[config.mk]
export PLATFORM = sky130hd
export DESIGN_NAME = cpu_control_unit
export DESIGN_NICKNAME = d
export VERILOG_FILES = /design/src/rtl/cpu_ctrl_pkg.sv /design/src/rtl/ctrl_wait_counter.sv /design/src/rtl/cpu_control_unit.sv
export SDC_FILE = /design/constraint.sdc
export NUM_CORES = 1
export LEC_CHECK = 0
export CELL_PAD_IN_SITES_DETAIL_PLACEMENT = 0
export CELL_PAD_IN_SITES_GLOBAL_PLACEMENT = 1
export CORE_MARGIN = 2
export CORE_UTILIZATION = 20
export DETAILED_ROUTE_END_ITERATION = 8
export PLACE_DENSITY_LB_ADDON = 0.3
export REMOVE_ABC_BUFFERS = 1
export SYNTH_ARGS = -nofsm -noshare
export SYNTH_HDL_FRONTEND = slang
export SYNTH_SLANG_ARGS = --single-unit
[constraint.sdc]
create_clock -name clk -period 2.35 [get_ports clk]
set_clock_uncertainty 0.05 [all_clocks]
set_input_delay 0.235 -clock clk [delete_from_list [all_inputs] [get_ports clk]]
set_output_delay 0.235 -clock clk [all_outputs]
set_load 0.01 [all_outputs]
[src/rtl/cpu_ctrl_pkg.sv]
// Shared constants and types for the hardwired CPU control unit:
// opcodes, ALU codes, sequencer states and MDR source selects.
package cpu_ctrl_pkg;

    localparam logic [4:0] OP_LD   = 5'b00000;
    localparam logic [4:0] OP_LDI  = 5'b00001;
    localparam logic [4:0] OP_ST   = 5'b00010;
    localparam logic [4:0] OP_ADD  = 5'b00011;
    localparam logic [4:0] OP_SUB  = 5'b00100;
    localparam logic [4:0] OP_AND  = 5'b00101;
    localparam logic [4:0] OP_OR   = 5'b00110;
    localparam logic [4:0] OP_ADDI = 5'b01100;
    localparam logic [4:0] OP_NOP  = 5'b11010;
    localparam logic [4:0] OP_HALT = 5'b11011;

    localparam logic [3:0] ALU_ADD = 4'd2;
    localparam logic [3:0] ALU_SUB = 4'd3;
    localparam logic [3:0] ALU_AND = 4'd4;
    localparam logic [3:0] ALU_OR  = 4'd5;

    localparam logic [1:0] MDR_SRC_BUS = 2'b00;
    localparam logic [1:0] MDR_SRC_MEM = 2'b01;
    localparam logic [1:0] MDR_SRC_IMM = 2'b10;

    typedef enum logic [3:0] {
        S_RESET,
        S_T0, S_T1, S_T2, S_T3, S_T4, S_T5, S_T6, S_T7,
        S_HALT
    } state_e;

    typedef enum logic [2:0] {
        CLS_LD, CLS_LDI, CLS_ST, CLS_ADDI, CLS_RTYPE, CLS_NOP, CLS_HALT, CLS_ILLEGAL
    } op_class_e;

    function automatic op_class_e classify(input logic [4:0] op);
        case (op)
            OP_LD:   return CLS_LD;
            OP_LDI:  return CLS_LDI;
            OP_ST:   return CLS_ST;
            OP_ADDI: return CLS_ADDI;
            OP_ADD, OP_SUB, OP_AND, OP_OR: return CLS_RTYPE;
            OP_NOP:  return CLS_NOP;
            OP_HALT: return CLS_HALT;
            default: return CLS_ILLEGAL;
        endcase
    endfunction

    // Immediate-form instructions all compute base + constant, hence ADD.
    function automatic logic [3:0] alu_code(input logic [4:0] op);
        case (op)
            OP_SUB:  return ALU_SUB;
            OP_AND:  return ALU_AND;
            OP_OR:   return ALU_OR;
            default: return ALU_ADD;
        endcase
    endfunction

endpackage

[src/rtl/ctrl_wait_counter.sv]
// Memory wait-state counter: reloads to MEM_LATENCY-1 on entry to a memory
// step, counts down and saturates at zero.
module ctrl_wait_counter #(
    parameter int MEM_LATENCY = 1,
    localparam int CW = $clog2(MEM_LATENCY + 1)
) (
    input  logic clk,
    input  logic reset,
    input  logic load,
    output logic first,
    output logic done
);

    localparam logic [CW-1:0] LOAD_VAL = CW'(MEM_LATENCY - 1);

    logic [CW-1:0] count_q;
    logic [CW-1:0] count_d;

    always_comb begin
        count_d = count_q;
        if (load) begin
            count_d = LOAD_VAL;
        end else if (count_q != '0) begin
            count_d = count_q - CW'(1);
        end
    end

    always_ff @(posedge clk) begin
        if (reset) begin
            count_q <= '0;
        end else begin
            count_q <= count_d;
        end
    end

    assign done  = (count_q == '0);
    assign first = (count_q == LOAD_VAL);

endmodule

[src/rtl/cpu_control_unit.sv]
// Hardwired Moore control unit: fetch T0-T2, opcode-directed execute T3-T7,
// memory steps stretched by the wait counter, halt and illegal-opcode handling.
module cpu_control_unit
    import cpu_ctrl_pkg::*;
#(
    parameter int IR_WIDTH       = 32,
    parameter int OP_WIDTH       = 5,
    parameter int ALU_CTRL_WIDTH = 4,
    parameter int MEM_LATENCY    = 1
) (
    input  logic                      clk,
    input  logic                      reset,
    input  logic [IR_WIDTH-1:0]       ir,
    output logic                      PCout,
    output logic                      PCin,
    output logic                      IncPc,
    output logic                      MARin,
    output logic                      MDRin,
    output logic                      MDRout,
    output logic [1:0]                mdr_read,
    output logic                      read,
    output logic                      write,
    output logic                      IRin,
    output logic                      Yin,
    output logic                      Zlowin,
    output logic                      Zlowout,
    output logic [ALU_CTRL_WIDTH-1:0] control,
    output logic                      Gra,
    output logic                      Grb,
    output logic                      Grc,
    output logic                      Rin,
    output logic                      Rout,
    output logic                      BAout,
    output logic                      Cout,
    output logic                      run,
    output logic                      illegal,
    output state_e                    dbg_state
);

    state_e    state_q;
    state_e    state_d;
    op_class_e cls;
    logic [OP_WIDTH-1:0] op;
    logic      wait_load;
    logic      wait_first;
    logic      wait_done;
    logic      unused_ir;

    assign op        = ir[IR_WIDTH-1 -: OP_WIDTH];
    assign cls       = classify(5'(op));
    assign unused_ir = ^ir[IR_WIDTH-OP_WIDTH-1:0];
    assign dbg_state = state_q;

    // Reload only when stepping into a state that may touch memory.
    assign wait_load = (state_d != state_q) &&
                       (state_d == S_T1 || state_d == S_T6 || state_d == S_T7);

    ctrl_wait_counter #(.MEM_LATENCY(MEM_LATENCY)) u_wait (
        .clk   (clk),
        .reset (reset),
        .load  (wait_load),
        .first (wait_first),
        .done  (wait_done)
    );

    always_ff @(posedge clk) begin
        if (reset) begin
            state_q <= S_RESET;
        end else begin
            state_q <= state_d;
        end
    end

    always_comb begin
        state_d = state_q;
        case (state_q)
            S_RESET: state_d = S_T0;
            S_T0:    state_d = S_T1;
            S_T1:    if (wait_done) state_d = S_T2;
            S_T2:    state_d = S_T3;
            S_T3: begin
                case (cls)
                    CLS_NOP, CLS_ILLEGAL: state_d = S_T0;
                    CLS_HALT:             state_d = S_HALT;
                    default:              state_d = S_T4;
                endcase
            end
            S_T4:    state_d = S_T5;
            S_T5:    state_d = (cls == CLS_LD || cls == CLS_ST) ? S_T6 : S_T0;
            S_T6:    if (cls != CLS_LD || wait_done) state_d = S_T7;
            S_T7:    if (cls != CLS_ST || wait_done) state_d = S_T0;
            S_HALT:  state_d = S_HALT;
            default: state_d = S_RESET;
        endcase
    end

    always_comb begin
        PCout    = 1'b0;
        PCin     = 1'b0;
        IncPc    = 1'b0;
        MARin    = 1'b0;
        MDRin    = 1'b0;
        MDRout   = 1'b0;
        mdr_read = MDR_SRC_BUS;
        read     = 1'b0;
        write    = 1'b0;
        IRin     = 1'b0;
        Yin      = 1'b0;
        Zlowin   = 1'b0;
        Zlowout  = 1'b0;
        control  = '0;
        Gra      = 1'b0;
        Grb      = 1'b0;
        Grc      = 1'b0;
        Rin      = 1'b0;
        Rout     = 1'b0;
        BAout    = 1'b0;
        Cout     = 1'b0;
        illegal  = 1'b0;
        run      = (state_q != S_RESET) && (state_q != S_HALT);
        case (state_q)
            S_T0: begin
                PCout  = 1'b1;
                MARin  = 1'b1;
                IncPc  = 1'b1;
                Zlowin = 1'b1;
            end
            S_T1: begin
                read     = 1'b1;
                MDRin    = 1'b1;
                mdr_read = MDR_SRC_MEM;
                // The incremented PC is written back once, not per wait cycle.
                if (wait_first) begin
                    Zlowout = 1'b1;
                    PCin    = 1'b1;
                end
            end
            S_T2: begin
                MDRout = 1'b1;
                IRin   = 1'b1;
            end
            S_T3: begin
                case (cls)
                    CLS_LD, CLS_LDI, CLS_ST, CLS_ADDI: begin
                        Grb   = 1'b1;
                        BAout = 1'b1;
                        Yin   = 1'b1;
                    end
                    CLS_RTYPE: begin
                        Grb  = 1'b1;
                        Rout = 1'b1;
                        Yin  = 1'b1;
                    end
                    CLS_ILLEGAL: illegal = 1'b1;
                    default: ;
                endcase
            end
            S_T4: begin
                Zlowin  = 1'b1;
                control = ALU_CTRL_WIDTH'(alu_code(5'(op)));
                if (cls == CLS_RTYPE) begin
                    Grc  = 1'b1;
                    Rout = 1'b1;
                end else begin
                    Cout = 1'b1;
                end
            end
            S_T5: begin
                Zlowout = 1'b1;
                if (cls == CLS_LD || cls == CLS_ST) begin
                    MARin = 1'b1;
                end else begin
                    Gra = 1'b1;
                    Rin = 1'b1;
                end
            end
            S_T6: begin
                MDRin = 1'b1;
                if (cls == CLS_LD) begin
                    read     = 1'b1;
                    mdr_read = MDR_SRC_MEM;
                end else begin
                    Gra   = 1'b1;
                    BAout = 1'b1;
                end
            end
            S_T7: begin
                if (cls == CLS_LD) begin
                    MDRout = 1'b1;
                    Gra    = 1'b1;
                    Rin    = 1'b1;
                end else begin
                    write = 1'b1;
                end
            end
            default: ;
        endcase
    end

endmodule

# --- After elaboration in Yosys (flattened, before gate mapping) ---
# Memory sizes are Yosys's and may differ from the RTL's.
# Cells that the tools add are included.
totals:
  register_bits: 5
  romBits: 96
  input_bits: 34
  out_inout_bits: 31
  wordCells: 86
  mem_count: 1
classes:
  addsub: 1
  n_eq_ne: 25
  mux: 38
  bitwise: 1
  reduce_logical: 18
memory_table:
  columns: ["memory", "depth", "width", "read_ports", "rd_ports_with_merged_regs", "write_ports", "line_no", "rtl"]
  rows:
  - ["(name not given)", 32, 3, 1, 0, 0, "cpu_ctrl_pkg.sv:36", "case (op)"]
op_table:
  columns: ["cell", "n"]
  rows:
  - ["4-bit one-hot mux with 10 select lines", 1]
  - ["1-bit two-way mux", 22]
  - ["4-bit by 3-bit equality test with 1-bit output (second input constant)", 5]
  - ["5-bit by 3-bit equality test with 1-bit output (second input constant)", 3]
  - ["1-bit one-hot mux with 2 select lines", 7]
  - ["3-bit equality test (second input constant)", 4]
  - ["4-bit by 2-bit equality test with 1-bit output (second input constant)", 3]
  - ["4-bit equality test (second input constant)", 3]
  - ["4-bit two-way mux", 3]
  - ["3-bit one-hot mux with 3 select lines", 1]
  - ["4-bit one-hot mux with 2 select lines", 1]
  - ["2-bit OR reduction", 4]
  - ["3-bit by 2-bit equality test with 1-bit output (second input constant)", 2]
  - ["3-bit two-way mux", 2]
  - ["1-bit logical OR", 5]
  - ["5-bit OR reduction", 1]
  - ["4-bit by 1-bit equality test with 1-bit output (second input constant)", 1]
  - ["4-bit zero test", 1]
  - ["4-bit != test", 1]
  - ["4-bit != test (second input constant)", 1]
  - ["4-bit nonzero test", 1]
  - ["4-bit OR reduction", 1]
  - ["3-bit by 1-bit equality test with 1-bit output (second input constant)", 1]
  - ["3-bit zero test", 1]
  - ["7 further kinds", 8]

# --- Depth between registers and ports, before layout ---
# An unclocked memory read counts as a cell.
logic_depth:
  depth_word: 10
  depth_mapped: 7
  ltp_nobuf: 4

# --- Hierarchy ---
# From an unflattened synthesis, not the netlist that was laid out.
unflattened:
  cells_unflattened: 116
  hier_area_um2: 783.3
modules_own_cells:
  columns: ["mod", "n_inst", "cells_each", "area_per_inst_um2"]
  rows:
  - ["cpu_control_unit", 1, 112, 748.2]
  - ["ctrl_wait_counter", 1, 4, 35.0]

# --- Worst setup path before layout ---
# No wires, ideal clock.
synth_timing:
  kind: "in2out"
  startpoint: "input port ir[30]"
  endpoint: "output port mdr_read[0]"
  arrival_time_ns: 1.740
  t_required_ns: 2.065
  setup_slack_ns: 0.325
  stages: 7
  path_buffers: 3
  path_cell_list: "buf_4 > or4_4 > buf_6 > nor2_1 > nand3_1 > a21oi_1 > buf_4"
synth_between:
  elab_chain_cells: 4
synth_lines:
  columns: ["element", "line_no", "rtl"]
  rows:
  - ["start, declared", "cpu_control_unit.sv:13", "input logic [IR_WIDTH-1:0] ir,"]
  - ["memory read 32 x 3 bit", null, null]
  - ["3-bit zero test", "cpu_control_unit.sv:179", "if (cls == CLS_LD) begin"]
  - ["1-bit two-way mux", "cpu_control_unit.sv:179", null]
  - ["1-bit one-hot mux with 2 select lines", "cpu_control_unit.sv:121", "case (state_q)"]
  - ["end, declared", "cpu_control_unit.sv:20", "output logic [1:0] mdr_read,"]
# No other way between the ends.

# --- Worst setup path after layout ---
layout_timing:
  startpoint: "input port ir[29]"
  endpoint: "output port MARin"
layout_between:
  elab_chain_cells: 5
layout_lines:
  columns: ["element", "line_no", "rtl"]
  rows:
  - ["memory read 32 x 3 bit (*)", null, null]
  - ["3-bit by 2-bit equality test with 1-bit output / 3-bit zero test (equally long branches)", "cpu_control_unit.sv:170", "if (cls == CLS_LD || cls == CLS_ST) begin"]
  - ["1-bit logical OR (*)", "cpu_control_unit.sv:170", null]
  - ["1-bit two-way mux (*)", "cpu_control_unit.sv:170", null]
  - ["1-bit one-hot mux with 2 select lines (*)", "cpu_control_unit.sv:121", null]
  - ["end, declared", "cpu_control_unit.sv:17", "output logic MARin,"]
# Mark *: on every way between the ends. The rest lies on a longest branch, timed or not.

==> impl_metrics.yaml <==
clock_tree:
  cts_tree: "yes"
  clock_path_buffers: 2
  cts-buffers-inserted: 3
  htreeDepth: 1
  clock_latency_ns: 0.22
  cts-root-buf: "clkbuf_8"
  path_clk_slew_ns: 0.04
  cts.sinks: 5
outcome:
  status: "finished clean"
power:
  powerDensity_nw_per_um2: 362.9
  p_leak_nw: 0.5612
  power.total_mw: 0.4717
  ir_drop_uv: 384.0
placement:
  place_area_sq_um: 1217
  dpl.hpwl_mm: 2.025
  gp_congestion: 0.7458
  port_buffers: 35
die:
  die_x_um: 66.33
  io_pins: 65
  std_cell_rows: 22
  die-area_sq_um: 4400
  start_util: 0.2107
  die_y_um: 66.33
  core_sq_um: 3689
detailed_routing:
  routed-via-count: 968
  detail_route.wl_per_cell_um: 12.61
  detail_route.first_pass.iterations: 4
  via_per_inst: 4.676
  drc: 0
  drtIter0Drc: 29
  wl_mm: 2.610
  antenna_left: 0
grt:
  grt.overflow.total: 0
  grt_max_degree: 14
  grt_pass1_vias: 940
  antenna_found_initial: 0
  grtUsageTotal: 0.1283
  grt_pass1_wl_mm: 4.436
synthesis:
  synthCells: 114
  yosys_warnings: 0
  synth-seq-cells: 5
  avgSynthCellArea_sq_um: 6.816
  synth_enable_flop_cells: 0
  async_flop_share: 0
  ys_seq_area_frac: 0.1288
  synthFlopType: "dfxtp_1"
  ys_types: 37
  synth_area_sq_um: 777.0
timing:
  fin_crit_ns: 2.283
  fin_crit_sh: 0.9715
  rsz0062_at_grt: "no"
  fmax_ghz: 0.4380
  slew_viol_final: 0
  setup_viol: 0
  hold_violations: 0
setup_path:
  arrival_ns: 2.00
  end_kind: "output pin"
  start_kind: "input port"
  required_ns: 2.07
  path_class: "input port to output pin"
  path_max_fanout: 4
cells_and_area:
  syn_to_final_growth_pct: 67.31
  layout-drive-gt1-share: 0.2642
  diodes: 0
  finalNetCount: 194
  stdcell_area_sq_um: 1300
run:
  cap_violations: 0
worst_hold_path:
  min_path_type: "register to register"
-- where the power goes --
part | switching, mW | total (mW) | leakage [nW] | internal, mW
registers | 0.0104 | 0.102 | 0.0415 | 0.0918
clock network | 0.0403 | 0.157 | 0.0228 | 0.116
logic | 0.104 | 0.213 | 0.497 | 0.109
-- synth_stat cells, drive strengths merged, types with 2 or more instances --
cell	count	area share
and2	2	0.016
nand2	8	0.039
nand3	5	0.032
a31oi	2	0.016
o32ai	2	0.023
nand2b	6	0.048
clkbuf	4	0.019
o21ai	2	0.013
nor2	17	0.082
o221a	2	0.029
buf	12	0.13
a21oi	8	0.052
dfxtp	5	0.13
nor4	5	0.040
nor2b	2	0.016
inv	5	0.024
nor3	6	0.039
or2	3	0.024
-- cell usage in the layout (no fill, tap or decap), types with 2 or more instances in the layout --
cell type        synthesis  final
nand2b_1                 6      5
dlymetal6s2s_1           0      4
inv_1                    5      5
or2_2                    3      3
a21oi_1                  8      6
clkbuf_8                 0      3
dfxtp_1                  5      4
nor3_1                   6      6
nor4_1                   5      5
dlygate4sd2_1            0      4
nand3_1                  5      5
a21oi_2                  0      2
and2_1                   2      2
nor2_1                  17     16
nor2b_1                  2      2
nand2_1                  8      8
clkdlybuf4s50_1          0     24
conb_1                   1      3
a31oi_1                  2      2
o221a_2                  2      2
buf_4                   10     19
o32ai_1                  2      2
-- critical path, cell delays in order --
cell and delay, ns:
clkdlybuf4s50_1 0.42, or4_4 0.59, buf_6 0.15, or3_4 0.36, a21oi_2 0.12, buf_2 0.13
-- flip-flops by register name (all words and copies together) (netlist names) --
name	flops
dbg_state	4
u_wait.count_q	1
-- final cells by class --
class / instances / area (sq um)
Multi-Input combinational cell: 90 / 575.6
Inverter: 5 / 18.77
Timing Repair Buffer: 55 / 499.2
Clock buffer: 4 / 45.04
Sequential cell: 5 / 101.3
Fill cell: 409 / 2389
Tap cell: 48 / 60.06
-- metal layers --
layer	routed length, um	GRT usage	share of wire
met5	0	0	0
met2	1246	0.2100	0.48
met3	112	0.03066	0.043
met4	8	0.02806	0.0031
met1	1242	0.1694	0.48
-- metrics by stage --
step,util,hold WS [ns],setup TNS [ns],setup slack (ns),instances
after floorplan,-,0.2603,0,0.4331,100
final,0.3524,0.5428,0,0.06696,207
after CTS,0.3453,0.5485,0,0.01170,207
after detailed placement,0.3301,0.5402,-1.778,-0.2963,201
after global placement,0.3301,0.5301,-1.571,-0.2561,201
after global routing,0.3524,0.5692,0,0.004642,207
-- what timing repair did --
item,CTS,global route
gates resized for setup,13,14
gates cloned,0,0
pin swaps,1,3
buffers inserted,2,0
hold buffers,0,0
setup endpoints to repair,8,12
-- logic make-up after synthesis --
kind of cell,count (synthesis),share of synthesized area
other cells,1,0.004826
buf+inv,21,0.1691
flops,5,0.1288
simple gates,60,0.4090
xor+xnor,2,0.02255
compound gates,25,0.2657
-- worst paths after layout --
path | start | slack [ns] | cells after the start | to
setup / recovery | ir[29] | 0.07 | 6 | MARin
hold reg to reg | dbg_state[1] | 0.54 | 2 | dbg_state[3]
setup reg to reg | u_wait.count_q | 0.82 | 4 | dbg_state[1]
hold / removal | dbg_state[1] | 0.54 | 2 | dbg_state[3]
Power figures use the tool's default switching activity.
